[config.mk]
export PLATFORM = sky130hd
export DESIGN_NAME = ext_domain_ctrl
export DESIGN_NICKNAME = d
export VERILOG_FILES = /design/src/rtl/ext_domain_pkg.sv /design/src/rtl/ext_domain_fsm.sv /design/src/rtl/ext_domain_ctrl.sv
export SDC_FILE = /design/constraint.sdc
export NUM_CORES = 1
export LEC_CHECK = 0
export BUFFER_PORTS_ARGS = -buffer_cell sky130_fd_sc_hd__buf_4
export CAP_MARGIN = 5
export CORE_MARGIN = 3
export CORE_UTILIZATION = 43
export DETAILED_ROUTE_END_ITERATION = 7
export GPL_TIMING_DRIVEN = 1
export HOLD_SLACK_MARGIN = 0.08
export PLACE_DENSITY = 0.69
export REMOVE_ABC_BUFFERS = 1
export SYNTH_ARGS = -nofsm -noshare
export SYNTH_HDL_FRONTEND = slang
export SYNTH_SLANG_ARGS = --single-unit
[constraint.sdc]
create_clock -name clk_i -period 1.3 [get_ports clk_i]
set_clock_uncertainty 0.1 [all_clocks]
set_input_delay 0.13 -clock clk_i [delete_from_list [all_inputs] [get_ports clk_i]]
set_output_delay 0.13 -clock clk_i [all_outputs]
set_load 0.1 [all_outputs]
[src/rtl/ext_domain_pkg.sv]
// rtl/ext_domain_pkg.sv - shared state encoding and default timing constants for external power domains
// ST_ERR exists only when EXT_DOMAIN_TIMEOUT_EN is defined.
package ext_domain_pkg;

    localparam int DEF_RST_CYCLES  = 4;
    localparam int DEF_ACK_TIMEOUT = 1024;

    typedef enum logic [2:0] {
        ST_OFF     = 3'd0,
        ST_PWR_UP  = 3'd1,
        ST_RST_REL = 3'd2,
        ST_ON      = 3'd3,
        ST_PWR_DN  = 3'd4
`ifdef EXT_DOMAIN_TIMEOUT_EN
        ,
        ST_ERR     = 3'd5
`endif
    } dom_state_e;

endpackage

[src/rtl/ext_domain_fsm.sv]
// rtl/ext_domain_fsm.sv - one domain: ack synchroniser, sequencing FSM, reset-release and ack-timeout counters
// Ack timeout and ERR state are built only with EXT_DOMAIN_TIMEOUT_EN.
module ext_domain_fsm
    import ext_domain_pkg::*;
#(
    parameter int RST_CYCLES  = DEF_RST_CYCLES,
    parameter int ACK_TIMEOUT = DEF_ACK_TIMEOUT
) (
    input  logic clk_i,
    input  logic rst_ni,
    input  logic i_pwr_req,
    input  logic i_err_clr,
    input  logic i_switch_ack,
    input  logic i_dom_int,
    output logic o_switch,
    output logic o_iso,
    output logic o_rst_n,
    output logic o_clk_en,
    output logic o_on,
    output logic o_err,
    output logic o_intr
);

    localparam logic [7:0]  RST_LAST = 8'(RST_CYCLES - 1);
    localparam logic [15:0] TO_LAST  = 16'(ACK_TIMEOUT - 1);

    dom_state_e r_state;
    dom_state_e w_state_nxt;
    logic       r_ack_meta;
    logic       r_ack_s;
    logic [7:0] r_rst_cnt;
    logic       w_timeout;

`ifdef EXT_DOMAIN_TIMEOUT_EN
    logic [15:0] r_to_cnt;
    assign w_timeout = (r_to_cnt == TO_LAST);
`else
    logic w_unused;
    assign w_timeout = 1'b0;
    assign w_unused  = i_err_clr ^ (^TO_LAST);
`endif

    always_comb begin
        w_state_nxt = r_state;
        case (r_state)
            ST_OFF:     if (i_pwr_req) w_state_nxt = ST_PWR_UP;
            ST_PWR_UP: begin
                if (!i_pwr_req)     w_state_nxt = ST_PWR_DN;
                else if (r_ack_s)   w_state_nxt = ST_RST_REL;
`ifdef EXT_DOMAIN_TIMEOUT_EN
                else if (w_timeout) w_state_nxt = ST_ERR;
`endif
            end
            ST_RST_REL: begin
                if (!i_pwr_req)                  w_state_nxt = ST_PWR_DN;
                else if (r_rst_cnt == RST_LAST)  w_state_nxt = ST_ON;
            end
            ST_ON:      if (!i_pwr_req) w_state_nxt = ST_PWR_DN;
            ST_PWR_DN: begin
                if (!r_ack_s)       w_state_nxt = ST_OFF;
`ifdef EXT_DOMAIN_TIMEOUT_EN
                else if (w_timeout) w_state_nxt = ST_ERR;
            end
            ST_ERR: begin
                if (i_err_clr && !i_pwr_req) w_state_nxt = ST_OFF;
`endif
            end
            default:    w_state_nxt = ST_OFF;
        endcase
    end

    // Outputs decode the next state so they flip on the same edge the state register does.
    always_ff @(posedge clk_i or negedge rst_ni) begin
        if (!rst_ni) begin
            r_state    <= ST_OFF;
            r_ack_meta <= 1'b0;
            r_ack_s    <= 1'b0;
            r_rst_cnt  <= '0;
`ifdef EXT_DOMAIN_TIMEOUT_EN
            r_to_cnt   <= '0;
`endif
            o_switch   <= 1'b0;
            o_iso      <= 1'b1;
            o_rst_n    <= 1'b0;
            o_clk_en   <= 1'b0;
            o_on       <= 1'b0;
            o_err      <= 1'b0;
            o_intr     <= 1'b0;
        end else begin
            r_ack_meta <= i_switch_ack;
            r_ack_s    <= r_ack_meta;
            r_state    <= w_state_nxt;
            r_rst_cnt  <= (r_state == ST_RST_REL) ? r_rst_cnt + 8'd1 : 8'd0;
`ifdef EXT_DOMAIN_TIMEOUT_EN
            if (w_state_nxt != r_state)
                r_to_cnt <= '0;
            else if (r_state == ST_PWR_UP || r_state == ST_PWR_DN)
                r_to_cnt <= r_to_cnt + 16'd1;
            o_err      <= (w_state_nxt == ST_ERR);
`else
            o_err      <= 1'b0;
`endif
            o_switch   <= (w_state_nxt inside {ST_PWR_UP, ST_RST_REL, ST_ON});
            o_iso      <= !(w_state_nxt inside {ST_RST_REL, ST_ON});
            o_clk_en   <= (w_state_nxt inside {ST_RST_REL, ST_ON});
            o_rst_n    <= (w_state_nxt == ST_ON);
            o_on       <= (w_state_nxt == ST_ON);
            o_intr     <= i_dom_int && (w_state_nxt == ST_ON);
        end
    end

endmodule

[src/rtl/ext_domain_ctrl.sv]
// rtl/ext_domain_ctrl.sv - external power-domain controller, one ext_domain_fsm per domain plus interrupt vector
// Optional ack timeout / ERR state enabled by EXT_DOMAIN_TIMEOUT_EN.
module ext_domain_ctrl
    import ext_domain_pkg::*;
#(
    parameter int N_DOMAINS   = 1,
    parameter int NEXT_INT    = 16,
    parameter int RST_CYCLES  = DEF_RST_CYCLES,
    parameter int ACK_TIMEOUT = DEF_ACK_TIMEOUT
) (
    input  logic                 clk_i,
    input  logic                 rst_ni,
    input  logic [N_DOMAINS-1:0] pwr_req_i,
    input  logic [N_DOMAINS-1:0] err_clr_i,
    input  logic [N_DOMAINS-1:0] switch_ack_i,
    input  logic [N_DOMAINS-1:0] dom_int_i,
    output logic [N_DOMAINS-1:0] switch_o,
    output logic [N_DOMAINS-1:0] iso_o,
    output logic [N_DOMAINS-1:0] rst_no,
    output logic [N_DOMAINS-1:0] clk_en_o,
    output logic [N_DOMAINS-1:0] on_o,
    output logic [N_DOMAINS-1:0] err_o,
    output logic [NEXT_INT-1:0]  intr_vector_o
);

    logic [N_DOMAINS-1:0] w_intr;

    for (genvar d = 0; d < N_DOMAINS; d++) begin : g_dom
        ext_domain_fsm #(
            .RST_CYCLES  (RST_CYCLES),
            .ACK_TIMEOUT (ACK_TIMEOUT)
        ) u_fsm (
            .clk_i        (clk_i),
            .rst_ni       (rst_ni),
            .i_pwr_req    (pwr_req_i[d]),
            .i_err_clr    (err_clr_i[d]),
            .i_switch_ack (switch_ack_i[d]),
            .i_dom_int    (dom_int_i[d]),
            .o_switch     (switch_o[d]),
            .o_iso        (iso_o[d]),
            .o_rst_n      (rst_no[d]),
            .o_clk_en     (clk_en_o[d]),
            .o_on         (on_o[d]),
            .o_err        (err_o[d]),
            .o_intr       (w_intr[d])
        );
    end

    always_comb begin
        intr_vector_o                = '0;
        intr_vector_o[N_DOMAINS-1:0] = w_intr;
    end

endmodule
[Word level (Yosys, flattened, before mapping)]
Index checks and enable logic that the tools add are counted.
Cells by class
  add/subtract/negate cells: 1
  equal/unequal tests: 8
  muxes and demuxes: 9
  reduce and logical (&&, ||, !) cells: 5
Operator list (count)
  two-way mux 3 bit: 7
  case mux 3 bit (5 select lines): 1
  == test 3 x 2 -> 1 bit, second input constant: 4
  adder 8 x 1 -> 8 bit, second input constant: 1
  == test 8 x 2 -> 1 bit, second input constant: 1
  two-way mux 8 bit: 1
  == test 3 x 1 -> 1 bit, second input constant: 2
  == test 3 bit, second input constant: 1
  zero test 3 bit: 1
  nonzero test 3 bit: 1
  nonzero test 2 bit: 1
  logical AND 1 bit: 1
  zero test 1 bit: 1
Word-level totals
  register bits: 18
  bits of input ports: 6
  output and inout port bits: 22

[Longest topological paths before layout]
  word-level depth: 7
  mapped depth: 4
  gate-level depth less buffers: 4

[Cells and area by module]
Synthesis repeated with hierarchy kept, for this count alone.
Second synthesis, totals
  cell total of the unflattened synthesis: 84
  area total of the unflattened synthesis: 859.6 sq um
Modules (own cells, without submodules)
  ext_domain_fsm: times used 1, cells each 67, area each 735.7 sq um, sequential area each 451.7 sq um
  ext_domain_ctrl: times used 1, cells each 17, area each 123.9 sq um, sequential area each 0.0 sq um

[Worst setup path after synthesis]
OpenSTA, ideal clock, no wires.
  path type: reg-to-output
  start point: register g_dom[0].u_fsm.o_rst_n
  end point: output port rst_no
  arrival time: 1.324 ns
  setup slack: -0.254 ns
  cell stages (with the launch flop): 2
  path buffers: 1
  path through: dfrtp_1 buf_4
RTL lines
  start: declaration: line ext_domain_fsm.sv:17  | output logic o_rst_n,
  start signal: assignment: line ext_domain_fsm.sv:106  | o_rst_n <= (w_state_nxt == ST_ON);
  end: declaration: line ext_domain_ctrl.sv:19  | output logic [N_DOMAINS-1:0] rst_no,
No word-level cell between the ends.

[Worst setup path in the final report]
  start point: register g_dom[0].u_fsm.r_rst_cnt[4]
  end point: register g_dom[0].u_fsm.r_state[0]
Between the ends
  longest elaborated chain between the ends: 4
Ends and longest elaborated chain
  start: declaration: line ext_domain_fsm.sv:31  | logic [7:0] r_rst_cnt;
  start signal: assignment: line ext_domain_fsm.sv:93  | r_rst_cnt <= (r_state == ST_RST_REL) ? r_rst_cnt + 8'd1 : 8'd0;
  == test 8 x 2 -> 1 bit: line ext_domain_fsm.sv:56  | else if (r_rst_cnt == RST_LAST) w_state_nxt = ST_ON;
  two-way mux 3 bit: line ext_domain_fsm.sv:56
  two-way mux 3 bit: line ext_domain_fsm.sv:55  | if (!i_pwr_req) w_state_nxt = ST_PWR_DN;
  case mux 3 bit (5 select lines): line ext_domain_fsm.sv:45  | case (r_state)
  named net g_dom[0].u_fsm.w_state_nxt[0]: line ext_domain_fsm.sv:28  | dom_state_e w_state_nxt;
  end signal: assignment: line ext_domain_fsm.sv:92  | r_state <= w_state_nxt;
  end: declaration: line ext_domain_fsm.sv:27  | dom_state_e r_state;
The timed path passes the listed nets, and every way through them passes these cells.

==> run metrics <==
Slowest-stage cell, CP dfrtp_1; Antenna Nets Post-Route 0; post-synthesis cell area 851 um2; layout net count 114; CTS tree done; maximum clock path buffer count 2; first-pass GRT wire length 2380 um; post-CTS setup buffers 0; initial core utilization 0.472; ys async rst share 1.00; Worst VDD drop 0.000849 V; Distinct cells, synth 24; clk sinks 18; minimum clock period after layout 1380 ps; row count 15; worst path required time 1370 ps; routed len/inst 11.4 um; DR pass1 iterations 4; post-route worst setup slack -78.6 ps; starting DRC count in detailed routing 8; CTS root buf clkbuf_4; Post-synth EDFFs 0; hold crit path type in2async; Post-Syn Instances 83; via count 614; Slew Limit Fails 0; Yosys top cell area share 0.500; hold slack 126 ps; Worst R2R Path Depth 4; crit-path max FO 2; Reg-to-Reg Start g_dom[0].u_fsm.r_rst_cnt[4]; Die Span Y 50.5 um; Clk Latency, worst-skew pair 300 ps; die area 2550 um2; Max Cap Violations 0; grt total ovfl 0; YS warnings 0; part of the cycle the worst path needs 1.06; Top Ports 28; # diodes 0; H-tree Lvls 1; r2r setup slk -80 ps; Finished Cell Area 1060 um2; Lkg Pwr 0.498 nW; Critical Path AT 1450 ps; cell taking the most area after synthesis dfrtp_1; final std cells w/o fill 131; power density over the cells 1350 nW/um2; Buf+Inv Stages, Crit Path 1; critical path startpoint category register; placed insts 123; status complete, but fails checks; Seq cells post-synth 18; Final GP Congestion 0.746; Reg2Reg Capture Point g_dom[0].u_fsm.r_state[0]; Crit path max-delay family flip-flops; CP cell instances nor4_2 > buf_4 > a211oi_2 > a311oi_1; Final Power 1.42 mW; RSZ-0062 raised after global routing yes; total CTS buffers 3; # DRC 0; Syn Area/Cell 10.3 um2; Fin. Hold Viols 0; Setup crit end kind register; IO buf count 10; largest net degree at the start of global routing 19; GRT Total Usage 0.125; Area Growth Syn to Fin 24.1%; ys flop type dfrtp_1; layout cells sized above 1 0.311; post-DP HPWL 1040 um; Seq/Total Area, Yosys 0.531; failing checks negative setup slack; crit path kind reg2reg; final setup fails 2; DP Area 942 um2; Fmax 725 MHz; Clock Pin Slew Worst Setup and Hold Paths 110 ps; vias in the first global route 612; total wire length 1490 um; top cells by area, synth dfrtp_1 50%, buf_4 16%, nor2_1 3.5%; antenna violations before repair 0; Core Area 1800 um2; delay of the slowest cell on the worst path 400 ps; DR vias/cell 4.69; Die Wd 50.5 um
==> synthesized netlist by cell type, drive strengths merged (2+ instances only) <==
| cell type | n |
|---|---|
| buf | 18 |
| dfrtp | 17 |
| nor2 | 8 |
| a21oi | 5 |
| nand3 | 5 |
| inv | 4 |
| or3 | 4 |
| o21ai | 3 |
| nand2 | 2 |
| nor3b | 2 |
| xor2 | 2 |
==> cells by family after synthesis <==
kind of cell | Yosys count | share of synthesized area
simple gates | 26 | 0.163
buf+inv | 23 | 0.181
flops | 18 | 0.531
compound gates | 11 | 0.0750
xor+xnor | 3 | 0.0309
fa+ha+maj | 1 | 0.0147
other cells | 1 | 0.00441
==> layout by cell type (no fill, tap or decap), types with 2 or more instances in the layout <==
| cell type | count |
|---|---|
| a21oi_1 | 3 |
| nand2_1 | 2 |
| nand3_1 | 5 |
| or3_4 | 2 |
| inv_1 | 4 |
| a21oi_2 | 2 |
| buf_4 | 18 |
| dfrtp_1 | 16 |
| clkbuf_4 | 3 |
| conb_1 | 16 |
| or3_1 | 2 |
| o21ai_0 | 3 |
| xor2_1 | 2 |
| nor2_1 | 8 |
| dlygate4sd3_1 | 4 |
==> stage by stage <==
step                setup slack (ps)  setup TNS [ps]   util
CTS                            -89.9           -98.3  0.571
detailed placement              -108            -138  0.523
global placement               -54.7           -55.8  0.523
floorplan                       -409            -831      -
finish                         -78.6            -116  0.586
global route                    -132            -373  0.586
==> worst max-delay path by stage <==
stage	cells past startpoint	slack [ps]	start	end
after floorplan	0	-410	g_dom[0].u_fsm.o_rst_n	on_o
after global placement	4	-50	g_dom[0].u_fsm.r_rst_cnt[4]	g_dom[0].u_fsm.r_state[0]
after detailed placement	4	-110	g_dom[0].u_fsm.r_rst_cnt[4]	g_dom[0].u_fsm.r_state[0]
after CTS	4	-90	g_dom[0].u_fsm.r_rst_cnt[4]	g_dom[0].u_fsm.r_state[0]
after global routing	4	-130	g_dom[0].u_fsm.r_rst_cnt[2]	g_dom[0].u_fsm.r_rst_cnt[6]
final	4	-80	g_dom[0].u_fsm.r_rst_cnt[4]	g_dom[0].u_fsm.r_state[0]
==> flip-flops by register name, summed over array words and instances (netlist names) <==
register,flops
g_dom.u_fsm.r_rst_cnt,8
g_dom.u_fsm.r_state,3
g_dom.u_fsm.o_clk_en,1
g_dom.u_fsm.o_intr,1
g_dom.u_fsm.o_iso,1
g_dom.u_fsm.o_rst_n,1
g_dom.u_fsm.o_switch,1
g_dom.u_fsm.r_ack_meta,1
g_dom.u_fsm.r_ack_s,1
==> per-layer routing <==
layer	global-route usage	vias to the layer above	share of wire
met1	0.136	304	0.43
li1	-	289	-
met3	0.0297	2	0.061
met4	0.0852	0	0.015
met5	0	-	0
met2	0.211	19	0.50
==> power breakdown <==
group	leakage [nW]	total, mW	switching, mW	internal [mW]
Combinational	0.246	0.498	0.409	0.0891
Sequential	0.237	0.632	0.0270	0.605
Clock	0.0150	0.291	0.172	0.119
==> repair_timing <==
item	4_1_cts	5_1_grt
endpoints found under the setup margin	3	8
hold buffers	4	0
gates cloned	0	0
hold endpoints to repair	23	0
pin swaps	1	1
gates resized for setup	4	7
==> cell type report <==
cell class                      count  area (um2)
Fill cell                         160         746
Tap cell                           25        31.3
Clock buffer                        4        26.3
Multi-Input combinational cell     57         344
Sequential cell                    18         453
Inverter                            4        15.0
Timing Repair Buffer               23         186
No activity file was read; power rests on OpenSTA's default activity.
